**src/rtl/latency_window_ctrl_if.sv**
```systemverilog
// Bus between latency_window_ctrl (master) and the latency counter block (slave):
// gated event strobes and clear going out, registered counts coming back.
interface latency_window_ctrl_if #(
  parameter int unsigned W = 32
) ();
  logic         issue_o;
  logic         retire_o;
  logic         clear_o;
  logic [W-1:0] issue_cnt_r;
  logic [W-1:0] aggregate_cnt_r;

  modport master (
    output issue_o,
    output retire_o,
    output clear_o,
    input  issue_cnt_r,
    input  aggregate_cnt_r
  );

  modport slave (
    input  issue_o,
    input  retire_o,
    input  clear_o,
    output issue_cnt_r,
    output aggregate_cnt_r
  );
endinterface

```
**src/rtl/latency_window_ctrl.sv**
```systemverilog
// Measurement-window sequencer for the latency counter: clear, gated run, drain, snapshot and
// a W-cycle restoring divide. Define LAT_WIN_DRAIN_TIMEOUT_EN to bound DRAIN at DRAIN_MAX cycles.
module latency_window_ctrl #(
  parameter int unsigned W         = 32,
  parameter int unsigned DRAIN_MAX = 1024
) (
  input  logic                  clk,
  input  logic                  rst,
  input  logic                  start,
  input  logic                  abort,
  input  logic [W-1:0]          window_len,
  input  logic                  issue_in,
  input  logic                  retire_in,
  latency_window_ctrl_if.master lat,
  output logic                  busy,
  output logic                  done,
  output logic [W-1:0]          snap_issue,
  output logic [W-1:0]          snap_agg,
  output logic [W-1:0]          avg_lat,
  output logic                  zero_issue,
  output logic                  drain_timeout
);

  localparam int unsigned CntW = $clog2(W + 1);

  typedef enum logic [2:0] {
    StIdle, StClear, StRun, StDrain, StSettle, StSnap, StDiv, StDone
  } state_e;

  state_e          state_q, state_d;
  logic [W-1:0]    win_cnt_q, win_cnt_d;
  logic [W-1:0]    outstanding_q, outstanding_d;
  logic [W-1:0]    rem_q, rem_d;
  logic [W-1:0]    quo_q, quo_d;
  logic [CntW-1:0] div_cnt_q, div_cnt_d;
  logic [W-1:0]    snap_issue_q, snap_issue_d;
  logic [W-1:0]    snap_agg_q, snap_agg_d;
  logic [W-1:0]    avg_q, avg_d;
  logic            zero_issue_q, zero_issue_d;
  logic            issue_gated, retire_gated, clear_gated;
  logic            drain_expired;

  // One restoring-divide step; the divisor is the captured issue count.
  logic [W:0] rem_shift, rem_sub;
  logic       rem_ge;
  assign rem_shift = {rem_q, quo_q[W-1]};
  assign rem_sub   = rem_shift - {1'b0, snap_issue_q};
  assign rem_ge    = rem_shift >= {1'b0, snap_issue_q};

  always_comb begin
    state_d       = state_q;
    win_cnt_d     = win_cnt_q;
    outstanding_d = outstanding_q;
    rem_d         = rem_q;
    quo_d         = quo_q;
    div_cnt_d     = div_cnt_q;
    snap_issue_d  = snap_issue_q;
    snap_agg_d    = snap_agg_q;
    avg_d         = avg_q;
    zero_issue_d  = zero_issue_q;
    issue_gated   = 1'b0;
    retire_gated  = 1'b0;
    clear_gated   = 1'b0;

    unique case (state_q)
      StIdle: begin
        if (start) begin
          state_d      = StClear;
          win_cnt_d    = window_len;
          zero_issue_d = 1'b0;
        end
      end
      StClear: begin
        clear_gated   = 1'b1;
        outstanding_d = '0;
        state_d       = (win_cnt_q == '0) ? StDrain : StRun;
      end
      StRun: begin
        issue_gated   = issue_in && (outstanding_q != '1);
        retire_gated  = retire_in && ((outstanding_q != '0) || issue_gated);
        outstanding_d = outstanding_q + W'(issue_gated) - W'(retire_gated);
        win_cnt_d     = win_cnt_q - W'(1);
        if (win_cnt_q == W'(1)) state_d = StDrain;
      end
      StDrain: begin
        retire_gated  = retire_in && (outstanding_q != '0);
        outstanding_d = outstanding_q - W'(retire_gated);
        if ((outstanding_q == '0) || drain_expired) state_d = StSettle;
      end
      StSettle: state_d = StSnap;
      StSnap: begin
        snap_issue_d = lat.issue_cnt_r;
        snap_agg_d   = lat.aggregate_cnt_r;
        zero_issue_d = (lat.issue_cnt_r == '0);
        rem_d        = '0;
        quo_d        = lat.aggregate_cnt_r;
        div_cnt_d    = '0;
        state_d      = StDiv;
      end
      StDiv: begin
        quo_d     = {quo_q[W-2:0], rem_ge};
        rem_d     = rem_ge ? rem_sub[W-1:0] : rem_shift[W-1:0];
        div_cnt_d = div_cnt_q + CntW'(1);
        if (div_cnt_q == CntW'(W - 1)) begin
          state_d = StDone;
          avg_d   = zero_issue_q ? '0 : quo_d;
        end
      end
      StDone:  state_d = StIdle;
      default: state_d = StIdle;
    endcase

    // Abort leaves outstanding stale on purpose; the next CLEAR resets it.
    if (abort && (state_q != StIdle)) begin
      state_d       = StIdle;
      issue_gated   = 1'b0;
      retire_gated  = 1'b0;
      clear_gated   = 1'b0;
      outstanding_d = outstanding_q;
      win_cnt_d     = win_cnt_q;
      snap_issue_d  = snap_issue_q;
      snap_agg_d    = snap_agg_q;
      zero_issue_d  = zero_issue_q;
      avg_d         = avg_q;
    end
  end

  always_ff @(posedge clk) begin
    if (rst) begin
      state_q       <= StIdle;
      win_cnt_q     <= '0;
      outstanding_q <= '0;
      rem_q         <= '0;
      quo_q         <= '0;
      div_cnt_q     <= '0;
      snap_issue_q  <= '0;
      snap_agg_q    <= '0;
      avg_q         <= '0;
      zero_issue_q  <= 1'b0;
    end else begin
      state_q       <= state_d;
      win_cnt_q     <= win_cnt_d;
      outstanding_q <= outstanding_d;
      rem_q         <= rem_d;
      quo_q         <= quo_d;
      div_cnt_q     <= div_cnt_d;
      snap_issue_q  <= snap_issue_d;
      snap_agg_q    <= snap_agg_d;
      avg_q         <= avg_d;
      zero_issue_q  <= zero_issue_d;
    end
  end

`ifdef LAT_WIN_DRAIN_TIMEOUT_EN
  localparam int unsigned DrainCntW = $clog2(DRAIN_MAX + 1);

  logic [DrainCntW-1:0] drain_cnt_q, drain_cnt_d;
  logic                 drain_timeout_q, drain_timeout_d;

  assign drain_expired = (drain_cnt_q == DrainCntW'(DRAIN_MAX - 1));

  always_comb begin
    drain_cnt_d     = '0;
    drain_timeout_d = drain_timeout_q;
    if ((state_q == StIdle) && start) drain_timeout_d = 1'b0;
    if ((state_q == StDrain) && !abort) begin
      drain_cnt_d = drain_cnt_q + DrainCntW'(1);
      if ((outstanding_q != '0) && drain_expired) drain_timeout_d = 1'b1;
    end
  end

  always_ff @(posedge clk) begin
    if (rst) begin
      drain_cnt_q     <= '0;
      drain_timeout_q <= 1'b0;
    end else begin
      drain_cnt_q     <= drain_cnt_d;
      drain_timeout_q <= drain_timeout_d;
    end
  end

  assign drain_timeout = drain_timeout_q;
`else
  // DRAIN_MAX only sizes the timeout counter, which is absent in this build.
  logic unused_drain_max;
  assign unused_drain_max = ^DRAIN_MAX;
  assign drain_expired    = 1'b0;
  assign drain_timeout    = 1'b0;
`endif

  assign lat.issue_o  = issue_gated;
  assign lat.retire_o = retire_gated;
  assign lat.clear_o  = clear_gated;
  assign busy         = (state_q != StIdle);
  assign done         = (state_q == StDone);
  assign snap_issue   = snap_issue_q;
  assign snap_agg     = snap_agg_q;
  assign avg_lat      = avg_q;
  assign zero_issue   = zero_issue_q;

endmodule

```
**src/flat_wrapper.sv**
```systemverilog
// flat-port wrapper written by rule: the top's interface ports become plain ports
module latency_window_ctrl_flat 
#(
  parameter int unsigned W         = 32,
  parameter int unsigned DRAIN_MAX = 1024
)
  (clk, rst, start, abort, window_len, issue_in, retire_in, busy, done, snap_issue, snap_agg, avg_lat, zero_issue, drain_timeout, lat_issue_o, lat_retire_o, lat_clear_o, lat_issue_cnt_r, lat_aggregate_cnt_r);
  latency_window_ctrl_if #(.W(W)) lat_i ();
  input  logic clk;
  input  logic rst;
  input  logic start;
  input  logic abort;
  input  logic [W-1:0] window_len;
  input  logic issue_in;
  input  logic retire_in;
  output logic busy;
  output logic done;
  output logic [W-1:0] snap_issue;
  output logic [W-1:0] snap_agg;
  output logic [W-1:0] avg_lat;
  output logic zero_issue;
  output logic drain_timeout;
  output wire logic [$bits(lat_i.issue_o)-1:0] lat_issue_o;
  output wire logic [$bits(lat_i.retire_o)-1:0] lat_retire_o;
  output wire logic [$bits(lat_i.clear_o)-1:0] lat_clear_o;
  input wire logic [$bits(lat_i.issue_cnt_r)-1:0] lat_issue_cnt_r;
  input wire logic [$bits(lat_i.aggregate_cnt_r)-1:0] lat_aggregate_cnt_r;
  assign lat_issue_o = lat_i.issue_o;
  assign lat_retire_o = lat_i.retire_o;
  assign lat_clear_o = lat_i.clear_o;
  assign lat_i.issue_cnt_r = lat_issue_cnt_r;
  assign lat_i.aggregate_cnt_r = lat_aggregate_cnt_r;
  latency_window_ctrl #(.W(W), .DRAIN_MAX(DRAIN_MAX)) u_core (.clk(clk), .rst(rst), .start(start), .abort(abort), .window_len(window_len), .issue_in(issue_in), .retire_in(retire_in), .lat(lat_i), .busy(busy), .done(done), .snap_issue(snap_issue), .snap_agg(snap_agg), .avg_lat(avg_lat), .zero_issue(zero_issue), .drain_timeout(drain_timeout));
endmodule
```
**config.mk**
```make
export PLATFORM = sky130hd
export DESIGN_NAME = latency_window_ctrl_flat
export DESIGN_NICKNAME = d
export VERILOG_FILES = /design/src/rtl/latency_window_ctrl_if.sv /design/src/rtl/latency_window_ctrl.sv /design/src/flat_wrapper.sv
export SDC_FILE = /design/constraint.sdc
export NUM_CORES = 1
export LEC_CHECK = 0
export CAP_MARGIN = 0
export CELL_PAD_IN_SITES_DETAIL_PLACEMENT = 0
export CELL_PAD_IN_SITES_GLOBAL_PLACEMENT = 1
export CORE_ASPECT_RATIO = 1.1
export CORE_MARGIN = 2
export CORE_UTILIZATION = 46
export DETAILED_ROUTE_END_ITERATION = 8
export DONT_BUFFER_PORTS = 1
export GPL_TIMING_DRIVEN = 0
export PLACE_DENSITY_LB_ADDON = 0.15
export SETUP_SLACK_MARGIN = 0.15
export SLEW_MARGIN = 20
export SYNTH_ARGS = -nofsm -noshare
export SYNTH_HDL_FRONTEND = slang
export SYNTH_SLANG_ARGS = --single-unit
```
**constraint.sdc**
```tcl
create_clock -name clk -period 12.4 [get_ports clk]
set_input_delay 1.24 -clock clk [delete_from_list [all_inputs] [get_ports clk]]
set_output_delay 1.24 -clock clk [all_outputs]
set_load 0.01 [all_outputs]
```
# ---- Word level (Yosys, flattened, before mapping)
# Index checks and enable logic that the tools add are counted.
# W data, S select, Z words.
dict set report op_classes {
  addsub 6
  n_lt_le_gt_ge 1
  n_reduce_logical 22
  bitwise 1
  muxes 22
  eq_ne 14
}
# cell n
set op_table {}
lappend op_table {{$pmux W32 S2} 3}
lappend op_table {{$logic_not A32 Y1} 3}
lappend op_table {{$mux W32} 3}
lappend op_table {{$pmux W32 S3} 1}
lappend op_table {{$sub A32 B1 Y32} 2}
lappend op_table {{$ge A33 B32 Y1} 1}
lappend op_table {{$add A32 B1 Y32} 1}
lappend op_table {{$eq A32 B1 Y1 const B} 1}
lappend op_table {{$ne A32 B32 Y1 const B} 1}
lappend op_table {{$reduce_bool A32 Y1} 1}
lappend op_table {{$sub A32 B1 Y32 const B} 1}
lappend op_table {{$sub A32 B32 Y32} 1}
lappend op_table {{$pmux W3 S8} 1}
lappend op_table {{$eq A3 B3 Y1 const B} 4}
lappend op_table {{$mux W3} 4}
lappend op_table {{$pmux W6 S2} 1}
lappend op_table {{$reduce_and A3 Y1} 3}
lappend op_table {{$mux W1} 7}
lappend op_table {{$add A6 B1 Y6 const B} 1}
lappend op_table {{$eq A3 B2 Y1 const B} 2}
lappend op_table {{$eq A6 B5 Y1 const B} 1}
lappend op_table {{$ne A2 B1 Y1 const B} 3}
lappend op_table {{$reduce_bool A2 Y1} 3}
lappend op_table {{$reduce_bool A3 Y1} 2}
lappend op_table {{10 further kinds} 15}
dict set report word_totals {
  output_inout_bits 103
  word_cells 76
  input_bits 102
  register_bits 234
}

# ---- Longest topological paths before layout
# Gate-level depths: netlist (run 1).
dict set report logic_depth {
  word_depth 6
  mapped_depth 19
  mapped_depth_nobuf 19
}

# ---- Least setup slack after synthesis (run 1)
# OpenSTA, ideal clock, no wires.
dict set report synth_path {
  path_type {input port to flip-flop}
  from {input port issue_in}
  to {register u_core.outstanding_q[24]}
  cell_stages 15
  required_time_ps 12283
  setup_time_ps 117
  path_buffers 0
  slack_ps 8202
  t_arrival_ps 4081
  cell_sequence {o41a_1 > o21a_1 > ha_1 > inv_1 > ha_1 > fa_1 > nor2b_1 > o211ai_1 > and3_1 > o21ai_0 > a311o_1 > a31oi_1 > xnor2_1 > o32ai_1 > a32o_1}
}
dict set report synth_between {
  elab_chain_cells 5
  elab_cells_between_ends 6
  cone_classes {add/sub (2); mux (1); reduce/logical (3)}
}
# item line_no
set synth_rtl {}
lappend synth_rtl {{from (decl)} flat_wrapper.sv:14} ;# input logic issue_in;
lappend synth_rtl {{$logic_and A1 B1 Y1 *} latency_window_ctrl.sv:79} ;# issue_gated = issue_in && (outstanding_q != '1);
lappend synth_rtl {{parallel branches: the longest is 2 deep, another holds $add A32 B1 Y32} -}
lappend synth_rtl {{$sub A32 B1 Y32 *} latency_window_ctrl.sv:81} ;# outstanding_d = outstanding_q + W'(issue_gated) - W'(retire_gated);
lappend synth_rtl {{$pmux W32 S3 *} latency_window_ctrl.sv:65} ;# unique case (state_q)
lappend synth_rtl {{to (signal assigned)} latency_window_ctrl.sv:143} ;# outstanding_q <= outstanding_d;
lappend synth_rtl {{to (decl)} latency_window_ctrl.sv:32} ;# logic [W-1:0] outstanding_q, outstanding_d;
# Every way passes the cells marked *.
# A chain may end at the register's enable or synchronous reset.

# ---- Final worst setup path (run 1)
dict set report layout_path {
  from {register u_core.outstanding_q[17]}
  to {register u_core.outstanding_q[31]}
}
dict set report layout_between {
  elab_chain_cells 6
  elab_cells_between_ends 10
  cone_classes {add/sub (3); eq/ne (1); mux (1); reduce/logical (5)}
}
# item line_no
set layout_rtl {}
lappend layout_rtl {{parallel branches: the longest is 5 deep, another holds $add A32 B1 Y32} -}
lappend layout_rtl {{$pmux W32 S3 *} latency_window_ctrl.sv:65}
# Marks and branches as above.

==> impl_metrics.ini, run 1 <==
[worst_hold_path]
whs_path_depth = 2
hold_start = u_core.rem_q[20]$_SDFFE_PP0P_
hold_class = flop to flop
whs_endpoint = u_core.rem_q[20]$_SDFFE_PP0P_

[route]
drc = 0
final_antenna_net_count = 0
viasPerCell = 5.99
routed_wirelength_um = 50600
first_pass_iters = 6
wire_per_inst_um = 19.9
via_count = 15200
drtIter0Drc = 1059

[global_routing]
grt_pass1_vias = 14900
antenna_found_initial = 0
grt_max_degree = 16
grt_usage_pct = 28.7
grt_pass1_wl_um = 80300
grt_overflow = 0

[synth]
postSynthAreaPerCell_um2 = 7.40
synth-main-ff-cell = dfxtp_1
ys_ff_latch = 234
synth_cell_types = 84
ys_async_sr_fraction_pct = 0
yosys_warnings = 0
seq_area_frac_synth_pct = 30.7
synthCells = 2062
synthDominantCellAreaShare_pct = 30.7
yosysTopAreaCell = dfxtp_1
syn_nets = 2294
syn_area_um2 = 15300
synth_top_cells_by_area = dfxtp_1 31%, ha_1 11%, nand2_1 7.8%
synth-edff-count = 0

[clocking]
cts_resized = 0
cts_tree = yes
cts_max_level = 1
ctsHoldBuffers = 0
clockBufferDepth = 3
path_clk_slew_ns = 0.06
cts_root_buf = clkbuf_16
cts_setup_buffers = 0
cts_inserted_buffers = 28
worstSkewPairLatency_ns = 0.59
clkSinkCount = 234

[critical_path]
startpoint_type = flop
cpPeakStageDelay_ns = 0.69
crit_path_frequent_cell = ha_1
cp-end-kind = flop
reg2regPathDepth = 18
cp.arrival_ns = 5.62
rr_endpoint = u_core.outstanding_q[31]$_SDFFE_PP0P_
crit_chain = inv_1, ha_1, nand4_1, nor4_1, nand2_1, o21a_1, ha_1, inv_1, ha_1, a211oi_1, o31ai_1, a31oi_1, nor4_1, o211ai_1, a311oi_1, o21a_1, o211ai_1, a31oi_1
path_class = flop to flop
r2r_slack_ns = 7.27
worstPathRequired_ns = 12.89
crit_fanout = 5
r2r_start = u_core.outstanding_q[17]$_SDFFE_PP0P_
cpMaxStageDelayCell = nor4_1

[power_and_ir_drop]
p_leak_nw = 6.47
irDropWorstVdd_uv = 110
p_per_area_nw_per_um2 = 186

[floorplan]
row_count = 69
core-area_um2 = 32500
die_h_um = 195
initial_core_util_pct = 47.0
floorplan.io_pins = 205
die-width_um = 178
die_area_um2 = 34600

[timing]
fin_skew_ns = 0.0268
finalSetupViolCount = 0
fin_tns_setup_ns = 0
maxSlewHeadroom_pct = 28.1
period_minus_slack_ns = 5.13
fin_crit_sh_pct = 41.4
slew_violations = 0
final-hold-violation-count = 0
rsz0062_at_grt = false
worstMarginPinSlew_ns = 1.08
max_freq_mhz = 195

[job]
cap_violations = 0

[finish]
drive_gt1_share_pct = 3.97
layoutNonFillerInstCount = 2540
area_growth_pct = 10.6
finish.net_count = 2324
fillers = 3268
antenna_cells = 0

[outcome]
outcome = finished clean

[placed_design]
port_buffers = 0
place_inst = 2488
dp_hpwl_um = 38100
finalWeightedCongestion = 0.925
## logic make-up after synthesis
logic type               Yosys count  share of synthesized area, %
AO/OA/AOI/OAI                    583                          24.4
XOR/XNOR                          46                          2.64
adder cells (fa/ha/maj)          130                          10.8
buffers and inverters            241                          6.05
flip-flops                       234                          30.7
multiplexers                       6                         0.394
other                              1                        0.0246
AND/OR/NAND/NOR                  821                          25.0
## critical path, delay by kind of cell, from the launching register on
kind                       cells  cell delay, ns
DFF                            1            0.37
buffers and inverters          2            0.20
AOI/OAI and AO/OA              9            2.33
adders and majority gates      3            0.71
and+or+nand+nor                4            1.45
## worst max path at each step
stage,from,end,slack [ns]
global route,u_core.outstanding_q[17]$_SDFFE_PP0P_,u_core.outstanding_q[31]$_SDFFE_PP0P_,7.05
finish,u_core.outstanding_q[17]$_SDFFE_PP0P_,u_core.outstanding_q[31]$_SDFFE_PP0P_,7.27
detailed placement,u_core.outstanding_q[17]$_SDFFE_PP0P_,u_core.outstanding_q[24]$_SDFFE_PP0P_,7.42
CTS,u_core.outstanding_q[15]$_SDFFE_PP0P_,u_core.outstanding_q[24]$_SDFFE_PP0P_,7.37
floorplan,issue_in,u_core.outstanding_q[24]$_SDFFE_PP0P_,8.20
global placement,u_core.outstanding_q[10]$_SDFFE_PP0P_,u_core.outstanding_q[24]$_SDFFE_PP0P_,7.48
## flip-flops by register name, summed over array words and instances (netlist names)
register,flops
u_core.avg_lat,32
u_core.outstanding_q,32
u_core.quo_q,32
u_core.rem_q,32
u_core.snap_agg,32
u_core.snap_issue,32
u_core.win_cnt_q,32
u_core.div_cnt_q,6
u_core.state_q,3
u_core.zero_issue,1
## report_power, final
group	switching (mW)	internal, mW	total, mW
Clock	0.357	0.592	0.949
Combinational	0.845	0.492	1.34
Sequential	0.0506	0.797	0.848
Total	1.25	1.88	3.13
## per-layer routing
layer	wire, µm	track usage [%]	vias to the layer above
li1	-	-	7390
met1	21800	36.8	7212
met2	23600	48.4	515
met3	3670	5.30	92
met4	1570	9.56	0
met5	0	0	-
## through the flow
stage	total power [mW]	hold slack [ns]	setup slack, ns	util, %	instance area, µm²
2_1_floorplan	1.81	0.438	8.20	-	15300
3_3_place_gp	2.15	0.460	7.48	48.6	15800
3_5_place_dp	2.17	0.467	7.42	48.6	15800
4_1_cts	3.12	0.476	7.37	51.9	16900
5_1_grt	3.31	0.507	7.05	51.9	16900
6_report	3.13	0.479	7.27	51.9	16900
## Yosys cell counts (all sizes together) (14+ instances only)
library cell	count
a211oi	29
a21o	28
a21oi	210
a22oi	23
a311oi	36
a31oi	15
and2	14
and3	23
buf	18
clkbuf	110
dfxtp	234
ha	128
inv	113
nand2	317
nand3	91
nand4	19
nor2	201
nor2b	16
nor3	41
nor3b	35
nor4	19
o21ai	103
o22ai	15
o31ai	20
xnor2	36
## cells in the final DEF (no fill, tap or decap), types with 16 or more instances in the layout
| master | netlist | layout |
|---|---|---|
| dfxtp_1 | 234 | 234 |
| clkbuf_16 | 0 | 28 |
| nor3b_1 | 35 | 35 |
| nand3_1 | 91 | 91 |
| o31ai_1 | 20 | 20 |
| o21ai_0 | 100 | 100 |
| nand4_1 | 19 | 19 |
| a311oi_1 | 36 | 36 |
| nand2_1 | 316 | 316 |
| nor3_1 | 41 | 41 |
| a211oi_1 | 28 | 28 |
| a22oi_1 | 23 | 23 |
| clkbuf_1 | 109 | 110 |
| a21oi_1 | 209 | 209 |
| xnor2_1 | 36 | 36 |
| inv_1 | 113 | 113 |
| ha_1 | 128 | 128 |
| and3_1 | 22 | 22 |
| nor4_1 | 18 | 18 |
| a21o_1 | 28 | 28 |
| nor2b_1 | 16 | 16 |
| nor2_1 | 201 | 201 |
## area by class of cell
type | count | area [µm²] | area share [%]
tap | 426 | 533 | 3.16
clock inverter | 18 | 304 | 1.80
clock buffer | 34 | 773 | 4.59
buffer | 128 | 498 | 2.95
sequential | 234 | 4680 | 27.8
inverter | 113 | 424 | 2.52
multi-input combinational | 1587 | 9640 | 57.2
(Power assumes the default switching activity.)
==> run 2, diff against run 1 <==
- CORE_UTILIZATION: 46 -> 43
- clock period: 12.4 -> 4.4 ns (I/O delays scaled with it)
==> run 2 against run 1 <==
Against the previous run:
- critical path depth increased by 2
- routed wire length increased by 4.6%
- sequential power rose to 2.8 times the previous value
- cell count grew 3.8%
- clock power grew to 2.5 times the previous value
- total power grew to 3.0 times the previous value
- worst hold slack worse by 0.46 ns
- fmax is 18% higher
- critical endpoint is now u_core.outstanding_q[24]$_SDFFE_PP0P_
- highest routed layer unchanged
==> impl_metrics.ini, run 2 (synthesis results as in run 1) <==
[outcome]
outcome = finished clean

[route]
final_antenna_net_count = 0
first_pass_iters = 5
dr_wl_met3_um = 3040
via_count = 15500
dr_wl_met2_um = 25300
viasPerCell = 5.87
drc = 0
drtIter0Drc = 989
highest_layer = met4
wire_per_inst_um = 20.1
routed_wirelength_um = 53000
routedLengthMet1_um = 22900

[power_and_ir_drop]
switching_share_pct = 40.2
irDropWorstVdd_uv = 300
comb_power_share_pct = 48.4
clock_power_share_pct = 25.9
p_int_mw = 5.56
p_seq_share_pct = 25.7
p_leak_nw = 6.81
switching_power_mw = 3.75
p_per_area_nw_per_um2 = 522

[finish]
drive_gt1_share_pct = 7.30
finish.net_count = 2404
fillers = 3482
fin_area_um2 = 17800
layoutNonFillerInstCount = 2637
antenna_cells = 0
layout_commonest_cell = nand2_1
area_growth_pct = 17.0
final_cell_mix = 316 x nand2_1, 215 x dfxtp_1, 207 x a21oi_1

[timing]
fin_skew_ns = 0.0383
final-hold-violation-count = 0
finalSetupViolCount = 0
slew_violations = 0
fin_crit_sh_pct = 99.0
period_minus_slack_ns = 4.36
rsz0062_at_grt = true
worstMarginPinSlew_ns = 1.01
whs_ns = 0.0183
maxSlewHeadroom_pct = 32.6
max_freq_mhz = 230
fin_tns_setup_ns = 0

[critical_path]
r2r_slack_ns = 0.04
startpoint_type = flop
path_class = flop to flop
cp-end-kind = flop
cp.arrival_ns = 4.81
worstPathRequired_ns = 4.86
crit_fanout = 5

[global_routing]
grt_pass1_vias = 15100
grt_usage_pct = 27.9
grt_max_degree = 16
antenna_found_initial = 0
grt_pass1_wl_um = 82800
grt_overflow = 0

[floorplan]
row_count = 72
die-width_um = 184
floorplan.io_pins = 205
core-area_um2 = 35000
die_h_um = 202
initial_core_util_pct = 43.5
die_area_um2 = 37000

[clocking]
cts_tree = yes
clockBufferDepth = 3
cts_max_level = 1
cts_root_buf = clkbuf_16
path_clk_slew_ns = 0.06
cts_inserted_buffers = 28
clkSinkCount = 234
worstSkewPairLatency_ns = 0.59

[job]
cap_violations = 0

[placed_design]
dp_hpwl_um = 39000
dpl-instance-area_um2 = 15800
finalWeightedCongestion = 0.910
place_inst = 2506
port_buffers = 0

[worst_hold_path]
hold_class = input pin to flop
run 2: cell count changes in the layout (fill, tap and decap cells not counted), moves of 8 or more:
cell           change
ha_1               -9
dfxtp_2           +12
dfxtp_1           -19
inv_1              -9
buf_4             +17
dlygate4sd3_1     +56
inv_2              +8
run 2: timing repair:
item	in CTS	in global routing
buffers inserted	19	5
hold buffers	56	0
endpoints found under the setup margin	19	20
hold endpoints to repair	76	0
cloned	0	0
gates resized for setup	62	31
pin swaps	27	30
run 2: power groups by stage:
| stage | logic, mW | clock network [mW] | registers [mW] |
|---|---|---|---|
| detailed placement | 3.68 | 0 | 2.43 |
| global route | 4.86 | 2.54 | 2.41 |
| finish | 4.51 | 2.41 | 2.39 |
| global placement | 3.65 | 0 | 2.43 |
| CTS | 4.11 | 2.45 | 2.38 |
| floorplan | 2.70 | 0 | 2.39 |
run 2: path summary, 6_finish.rpt:
kind / endpoint / cells past startpoint / from
max: u_core.outstanding_q[24]$_SDFFE_PP0P_ / 20 / u_core.outstanding_q[14]$_SDFFE_PP0P_
min reg2reg: u_core.rem_q[20]$_SDFFE_PP0P_ / 2 / u_core.rem_q[20]$_SDFFE_PP0P_
max reg2reg: u_core.outstanding_q[24]$_SDFFE_PP0P_ / 20 / u_core.outstanding_q[14]$_SDFFE_PP0P_
min: u_core.snap_issue[4]$_SDFFE_PP0P_ / 2 / lat_issue_cnt_r[4]
run 2: final cells by class:
cell class	instances	area, µm²	area share [%]
multi-input combinational	1587	9910	55.6
sequential	234	4730	26.5
clock buffer	44	841	4.71
timing repair buffer	80	767	4.30
tap	444	556	3.11
buffer	128	498	2.79
inverter	113	427	2.39
clock inverter	7	113	0.631
run 2: layer usage:
layer  up-vias  track usage, %
li1       7539               -
met1      7387            35.9
met2       447            47.5
met3       100            4.07
met4         0            9.77
met5         -               0
run 2: stage by stage:
step	power, mW	utilization [%]	setup slack (ns)
finish	9.31	50.9	0.0434
global route	9.81	50.9	-0.0832
CTS	8.95	50.3	0.151
detailed placement	6.11	45.1	-0.533
global placement	6.08	45.1	-0.484
floorplan	5.10	-	0.436
run 2: worst max-delay path, stage by stage, from the launching register on:
cell	delay (ns)
dfxtp_4	0.37
inv_2	0.10
ha_2	0.20
nand4_1	0.21
nor4_2	0.30
nand2_1	0.11
o21a_1	0.20
ha_1	0.28
inv_2	0.04
ha_4	0.15
fa_2	0.33
nor2b_4	0.13
o211ai_1	0.20
buf_4	0.17
and3_4	0.20
o21ai_4	0.07
a311o_1	0.41
a31oi_2	0.19
xnor2_1	0.18
o32ai_1	0.14
a32o_1	0.25
==> run 3, diff against run 2 <==
- ABC_CLOCK_PERIOD_IN_PS: unset -> 4400
- TNS_END_PERCENT: unset -> 20
==> run 3 against run 2 <==
Against the previous run:
- via count barely moved
- core utilization down 0.15 points
- combinational power shrank 2%
- die area unchanged
- register-to-register slack about the same
- routed wire length hardly changed
- total power down 0.93%
- critical endpoint unchanged
- largest cell class unchanged
- largest power group unchanged
- highest routed layer unchanged
==> impl_metrics.ini, run 3 (synthesis results as in run 1) <==
[route]
drtIter0Drc = 1019
wire_per_inst_um = 20.1
via_count = 15500
viasPerCell = 5.87
drc = 0
routed_wirelength_um = 53000
first_pass_iters = 6
final_antenna_net_count = 0

[floorplan]
die-width_um = 184
floorplan.io_pins = 205
core-area_um2 = 35000
die_h_um = 202
die_area_um2 = 37000
initial_core_util_pct = 43.5
row_count = 72

[clocking]
cts_root_buf = clkbuf_16
cts_inserted_buffers = 28
cts_tree = yes
cts_max_level = 1
clockBufferDepth = 3
path_clk_slew_ns = 0.06
clkSinkCount = 234
worstSkewPairLatency_ns = 0.59

[critical_path]
worstPathRequired_ns = 4.86
path_class = flop to flop
crit_chain = inv_2, ha_2, nand4_1, nor4_2, nand2_1, o21a_1, ha_1, inv_2, ha_4, fa_2, nor2b_4, o211ai_1, buf_4, and3_4, o21ai_4, a311o_1, a31oi_2, xnor2_1, o32ai_1, a32o_1
crit_fanout = 5
cp.arrival_ns = 4.80
cpPeakStageDelay_ns = 0.40
r2r_slack_ns = 0.05
cpMaxStageDelayCell = a311o_1
startpoint_type = flop
cp-end-kind = flop
crit_path_frequent_cell = inv_2

[timing]
rsz0062_at_grt = true
period_minus_slack_ns = 4.35
maxSlewHeadroom_pct = 33.8
finalSetupViolCount = 0
final-hold-violation-count = 0
slew_violations = 0
fin_crit_sh_pct = 98.8
worstMarginPinSlew_ns = 0.993
max_freq_mhz = 230
finalWorstSetupSlack_ns = 0.0540
fin_skew_ns = 0.0346

[placed_design]
place_ws_ns = -0.533
finalWeightedCongestion = 0.910
port_buffers = 0
dp_hpwl_um = 39000
dpl-instance-area_um2 = 15800
place_inst = 2506

[outcome]
outcome = finished clean

[finish]
layoutNonFillerInstCount = 2636
fillers = 3488
multiInputGateArea_um2 = 9870
antenna_cells = 0
ff_latch_area_um2 = 4730
final_core_utilization_pct = 50.8
final_cell_mix = 316 x nand2_1, 215 x dfxtp_1, 207 x a21oi_1
layout_commonest_cell = nand2_1
finish.net_count = 2403
drive_gt1_share_pct = 7.16
fin_area_um2 = 17800
area_growth_pct = 16.6

[global_routing]
grt_usage_pct = 27.9
grt_pass1_vias = 15100
grt_overflow = 0
antenna_found_initial = 0
grt_max_degree = 16
grt_pass1_wl_um = 82800

[power_and_ir_drop]
irDropWorstVdd_uv = 296
p_leak_nw = 6.80
p_per_area_nw_per_um2 = 519

[worst_hold_path]
hold_class = input pin to flop

[job]
cap_violations = 0
==> run 3: metal layers <==
| metal | global-route usage [%] | wire (µm) | vias up |
|---|---|---|---|
| li1 | - | - | 7542 |
| met1 | 35.9 | 22900 | 7381 |
| met2 | 47.5 | 25400 | 459 |
| met3 | 4.07 | 2920 | 100 |
| met4 | 9.77 | 1730 | 0 |
| met5 | 0 | 0 | - |
==> run 3: final timing paths <==
check                                          endpoint  cells after the start                             startpoint
setup / recovery  u_core.outstanding_q[24]$_SDFFE_PP0P_                     20  u_core.outstanding_q[14]$_SDFFE_PP0P_
hold / removal        u_core.snap_issue[4]$_SDFFE_PP0P_                      2                     lat_issue_cnt_r[4]
setup reg to reg  u_core.outstanding_q[24]$_SDFFE_PP0P_                     20  u_core.outstanding_q[14]$_SDFFE_PP0P_
hold reg to reg           u_core.rem_q[20]$_SDFFE_PP0P_                      2          u_core.rem_q[20]$_SDFFE_PP0P_
==> run 3: repair_timing <==
action                                  4_1_cts  5_1_grt
gates cloned                                  0        0
hold endpoints to repair                     76        0
pin swaps                                    27       29
hold buffers                                 56        0
resized for setup                            62       24
endpoints found under the setup margin       19       20
buffers inserted                             19        4
==> run 3: report_power, final <==
part           switching, mW  internal, mW  total [mW]
sequential             0.144          2.25        2.39
combinational           2.57          1.85        4.42
clock                  0.986          1.43        2.41
==> run 3: layout make-up <==
class | count | area share, %
clock inverters | 7 | 0.633
inverters | 113 | 2.40
well taps | 444 | 3.12
clock buffers | 44 | 4.73
multi-input cells | 1587 | 55.5
flip-flops and latches | 234 | 26.6
plain buffers | 128 | 2.80
repair buffers | 79 | 4.25
==> run 3: critical path: cells and delay by family, from the launching register on <==
family	cells	cell delay, ns
xor gates and xnor gates	1	0.19
AOI/OAI and AO/OA	7	1.43
and+or+nand+nor	5	0.95
adders and majority gates	4	0.98
buffers and inverters	3	0.31
DFF	1	0.37
==> run 3: metrics by stage <==
stage	hold slack (ns)	power, mW	setup TNS, ns
5_1_grt	0.00771	9.74	-0.440
6_report	0.0173	9.23	0
4_1_cts	0.00000588	8.95	0
3_5_place_dp	0.476	6.11	-3.52
2_1_floorplan	0.438	5.10	0
3_3_place_gp	0.459	6.08	-3.01
==> variant 1 (config.mk and constraints of run 1) <==
`W` is set to 32 in 3 places; all go to 16.
--- a/src/rtl/latency_window_ctrl_if.sv
+++ b/src/rtl/latency_window_ctrl_if.sv
@@ -1,7 +1,7 @@
 // Bus between latency_window_ctrl (master) and the latency counter block (slave):
 // gated event strobes and clear going out, registered counts coming back.
 interface latency_window_ctrl_if #(
-  parameter int unsigned W = 32
+  parameter int unsigned W = 16
 ) ();
   logic         issue_o;
   logic         retire_o;
--- a/src/rtl/latency_window_ctrl.sv
+++ b/src/rtl/latency_window_ctrl.sv
@@ -1,7 +1,7 @@
 // Measurement-window sequencer for the latency counter: clear, gated run, drain, snapshot and
 // a W-cycle restoring divide. Define LAT_WIN_DRAIN_TIMEOUT_EN to bound DRAIN at DRAIN_MAX cycles.
 module latency_window_ctrl #(
-  parameter int unsigned W         = 32,
+  parameter int unsigned W         = 16,
   parameter int unsigned DRAIN_MAX = 1024
 ) (
   input  logic                  clk,
--- a/src/flat_wrapper.sv
+++ b/src/flat_wrapper.sv
@@ -1,7 +1,7 @@
 // flat-port wrapper written by rule: the top's interface ports become plain ports
 module latency_window_ctrl_flat 
 #(
-  parameter int unsigned W         = 32,
+  parameter int unsigned W         = 16,
   parameter int unsigned DRAIN_MAX = 1024
 )
   (clk, rst, start, abort, window_len, issue_in, retire_in, busy, done, snap_issue, snap_agg, avg_lat, zero_issue, drain_timeout, lat_issue_o, lat_retire_o, lat_clear_o, lat_issue_cnt_r, lat_aggregate_cnt_r);
Ports: changed (6 resized); port bits go from 205 to 109. No check against the original RTL was run, so the function may have changed too.
==> variant 1 against run 1 <==
Via count fell by 54%. Largest power group unchanged. Cell area is 51% lower. Area after synthesis decreased by 51%. Die area is 50% lower. Wire length decreased by 58%. Utilization rose by 0.27 points. Synthesized cell count is 52% lower. Sequential cell count decreased by 113. Total power shrank 53%. Worst setup slack improved by 390 ps. Critical path depth down 2. Global-route usage fell by 4.0 points. Critical path type unchanged.
==> variant 1: results (changes against run 1) <==
status=complete, no violations (unchanged); #MultiIn Comb=753 (was 1587); met1 GRT Util=31.96% (was 36.81%); multi-input gate share of the layout cell area=56.02% (was 57.20%); Skew-Pair Late Insertion Delay=420 ps (was 590 ps); DRT Pass-1 Iters=5 (was 6); met2 WL=9976 um (was 23600 um); fillers=1613 (was 3268); top cells by count, synth=nand2_1 (153), dfxtp_1 (121), a21oi_1 (107) (was nand2_1 (316), dfxtp_1 (234), a21oi_1 (209)); count of plain and timing-repair buffers=58 (was 128); sequential cell area share=29.26% (was 27.78%); invs w/o clock=57 (was 113); Vias=7013 (was 15209); syn_nets=1110 (was 2294); GR met2 Demand/Resource=41.41% (was 48.36%); gpl congestion=0.8470 (was 0.9254); Clock-cell share=6.363% (was 6.389%); RR Startpoint=u_core.outstanding_q[13] (was u_core.outstanding_q[17]); routed length on met3=1043 um (was 3665 um); pin count of the biggest net entering global routing=17 (was 16); Mapped Cells=989 (was 2062); met3 usage=6.019% (was 5.296%); register bit total from synthesis=121 (was 234); post-route insts no fill=1220 (was 2540); total track usage=24.76% (was 28.73%); layout clock buffer count=17 (was 34); global-route wire length before repair=34470 um (was 80310 um); layout cells sized above 1=4.412% (was 3.974%); CTS max path bufs=2 (was 3); critical path's largest stage delay=890 ps (was 690 ps); synth top area cells=dfxtp_1 (32%), ha_1 (11%), nand2_1 (7.7%) (was dfxtp_1 (31%), ha_1 (11%), nand2_1 (7.8%)); vias in the first global route=6660 (was 14881); DP Wirelength=16150 um (was 38110 um)
==> variant 1: power by group <==
| group | internal [mW] | total, mW | switching, mW |
|---|---|---|---|
| logic | 0.219 | 0.587 | 0.368 |
| registers | 0.417 | 0.444 | 0.0270 |
| clock network | 0.255 | 0.448 | 0.193 |
==> variant 1: worst paths after layout <==
kind | to | cells past startpoint | slack (ps)
hold reg to reg | u_core.div_cnt_q[3] | 1 | 460
setup / recovery | u_core.outstanding_q[12] | 16 | 7650
setup reg to reg | u_core.outstanding_q[12] | 16 | 7650
hold / removal | u_core.div_cnt_q[3] | 1 | 460
==> variant 1: cells by family after synthesis <==
group | after synthesis | synth area share [%]
compound gates | 277 | 23.10
buf+inv | 115 | 5.888
mux | 12 | 1.601
simple gates | 371 | 22.77
flops | 121 | 32.29
xor+xnor | 25 | 2.919
other cells | 1 | 0.04999
fa+ha+maj | 67 | 11.38
==> variant 2 (config.mk and constraints of run 1) <==
Without the edit above. Register the inputs `window_len`, `issue_in` and `retire_in` before use. The logic sees them one clock later. The other inputs are not delayed to match.
--- a/src/rtl/latency_window_ctrl.sv
+++ b/src/rtl/latency_window_ctrl.sv
@@ -27,6 +27,16 @@
     StIdle, StClear, StRun, StDrain, StSettle, StSnap, StDiv, StDone
   } state_e;
 
+  logic [W-1:0] window_len_q;
+  logic issue_q;
+  logic retire_q;
+
+  always_ff @(posedge clk) begin
+    window_len_q <= window_len;
+    issue_q      <= issue_in;
+    retire_q     <= retire_in;
+  end
+
   state_e          state_q, state_d;
   logic [W-1:0]    win_cnt_q, win_cnt_d;
   logic [W-1:0]    outstanding_q, outstanding_d;
@@ -66,7 +76,7 @@
       StIdle: begin
         if (start) begin
           state_d      = StClear;
-          win_cnt_d    = window_len;
+          win_cnt_d    = window_len_q;
           zero_issue_d = 1'b0;
         end
       end
@@ -76,14 +86,14 @@
         state_d       = (win_cnt_q == '0) ? StDrain : StRun;
       end
       StRun: begin
-        issue_gated   = issue_in && (outstanding_q != '1);
-        retire_gated  = retire_in && ((outstanding_q != '0) || issue_gated);
+        issue_gated   = issue_q && (outstanding_q != '1);
+        retire_gated  = retire_q && ((outstanding_q != '0) || issue_gated);
         outstanding_d = outstanding_q + W'(issue_gated) - W'(retire_gated);
         win_cnt_d     = win_cnt_q - W'(1);
         if (win_cnt_q == W'(1)) state_d = StDrain;
       end
       StDrain: begin
-        retire_gated  = retire_in && (outstanding_q != '0);
+        retire_gated  = retire_q && (outstanding_q != '0);
         outstanding_d = outstanding_q - W'(retire_gated);
         if ((outstanding_q == '0) || drain_expired) state_d = StSettle;
       end
Behaviour: not the same (a bounded check fails within 4 cycles, from zero or initial values and one cycle with rst high).
==> variant 2 against run 1 <==
Wire length up 0.99%. Cell area up 4.1%. Area after synthesis up 4.8%. Sequential cell count up 34. Non-clock buffer count down 12. Sequential share of layout area up 2.8 points. Worst setup slack worse by 300 ps. Largest cell class unchanged.
Power is not compared: it rests on default switching activity, and its combinational part moved more than twofold at a synthesized area within 25%.
==> variant 2: results (changes against run 1) <==
synth top area cells=dfxtp_1 (34%), ha_1 (10%), nand2_1 (7.0%) (was dfxtp_1 (31%), ha_1 (11%), nand2_1 (7.8%)); CTS max path bufs=3 (unchanged); Worst Hold End=u_core.rem_q[31] (was u_core.rem_q[20]); Worst R2R Path Depth=19 (was 18); part of the cycle the worst path needs=43.77% (was 41.38%); CTS H-tree depth=1 (unchanged); Peak VDD IR=~0.00019 V; worst hold stages=2 (unchanged); yosys warns=0 (unchanged); DRT Pass-1 Iters=5 (was 6); Slew HR=33.40% (was 28.13%); crit-path max FO=5 (unchanged); wire per inst=19.93 um (about the same); layout cells sized above 1=3.575% (was 3.974%); Seq/Total Area, Yosys=33.57% (was 30.72%); post-CTS setup buffer count=0 (unchanged); DP Wirelength=37800 um (was 38110 um); status=complete, no violations (unchanged); grt ovf=0 (unchanged); vias in the first global route=14448 (was 14881); pin count of the biggest net entering global routing=17 (was 16); total track usage=27.53% (was 28.73%); gpl congestion=0.9139 (was 0.9254); Synth cell types=83 (was 84); Mean Syn Cell Area=7.710 um^2 (was 7.396 um^2); Min-Delay Path Class=reg2reg (unchanged); Place WS=7097 ps (was 7421 ps); syn_nets=2310 (was 2294); drt first-iter violations=1037 (was 1059); Pleak=6.394 nW; main flop type after synthesis=dfxtp_1 (unchanged); Setup CP Type=reg2reg (unchanged); WHS=456.9 ps (was 479.2 ps); critical path launch point=u_core.outstanding_q[15] (was u_core.outstanding_q[17]); asr flop ratio synth=0% (unchanged); Clock Tree Root=clkbuf_16 (unchanged); Routed WL=51120 um (was 50620 um); Final Skew=18.37 ps (was 26.76 ps); DP Area=16540 um^2 (was 15780 um^2); placed cell count=2511 (was 2488); HP Start=u_core.rem_q[31] (was u_core.rem_q[20]); FF-to-FF setup slack=6970 ps (was 7270 ps); initial antenna violation count=1 (was 0); clock buffer count from CTS=31 (was 28); clock slew at reported path FFs=60 ps (about the same); Vias=15099 (was 15209); WP data arrival=5850 ps (was 5620 ps); Skew-Pair Late Insertion Delay=roughly 600 ps; CTS resizes=0 (unchanged); global-route wire length before repair=80010 um (was 80310 um); reg2reg end=u_core.outstanding_q[28] (was u_core.outstanding_q[31]); top cells by count, synth=nand2_1 (299), dfxtp_1 (268), a21oi_1 (219) (was nand2_1 (316), dfxtp_1 (234), a21oi_1 (209)); IO buf count=0 (unchanged)
[variant 2: logic make-up (layout without fill, tap and decap cells)]
kind of cell	count (synthesis)	after routing	share of synthesized area (%)
compound gates	633	633	24.57
xor+xnor	50	50	2.740
fa+ha+maj	135	135	10.66
buf+inv	238	291	5.863
flops	268	268	33.57
mux	27	27	1.699
other cells	1	2	0.02346
simple gates	721	721	20.87
[variant 2: layer usage]
layer / track usage (%) / up-vias / wire [um]
met5: 0 / - / 0
met4: 9.606 / 0 / 1496
met3: 5.030 / 94 / 3280
met2: 47.25 / 469 / 23930
met1: 34.75 / 7141 / 22410
li1: - / 7395 / -
[variant 2: layout make-up]
class | count | area [um^2]
flip-flops and latches | 268 | 5365
clock buffers | 46 | 902.1
clock inverters | 7 | 102.6
fillers | 3374 | 16660
diodes | 1 | 2.502
well taps | 438 | 548.0
multi-input cells | 1567 | 9688
plain buffers | 116 | 479.2
inverters | 122 | 457.9
[variant 2: worst max-delay path: stages (launching register included)]
cell and delay [ps]:
dfxtp_1 440, ha_1 210, nand4_1 140, nor2_1 130, nand4_1 100, o41a_1 380
o21a_1 230, ha_1 260, inv_1 60, ha_1 200, fa_1 220, nor2b_1 140
o21bai_1 90, a211o_1 350, a211oi_1 650, o21ai_1 300, o211ai_1 370, nor4bb_1 570
o32a_1 260, o311ai_0 140
[variant 2: power breakdown]
part	switching, mW	leakage, nW	total, mW	internal [mW]
Combinational	1.72	3.72	2.74	1.02
Sequential	0.0780	2.18	1.01	0.935
Clock	0.378	0.492	0.919	0.540
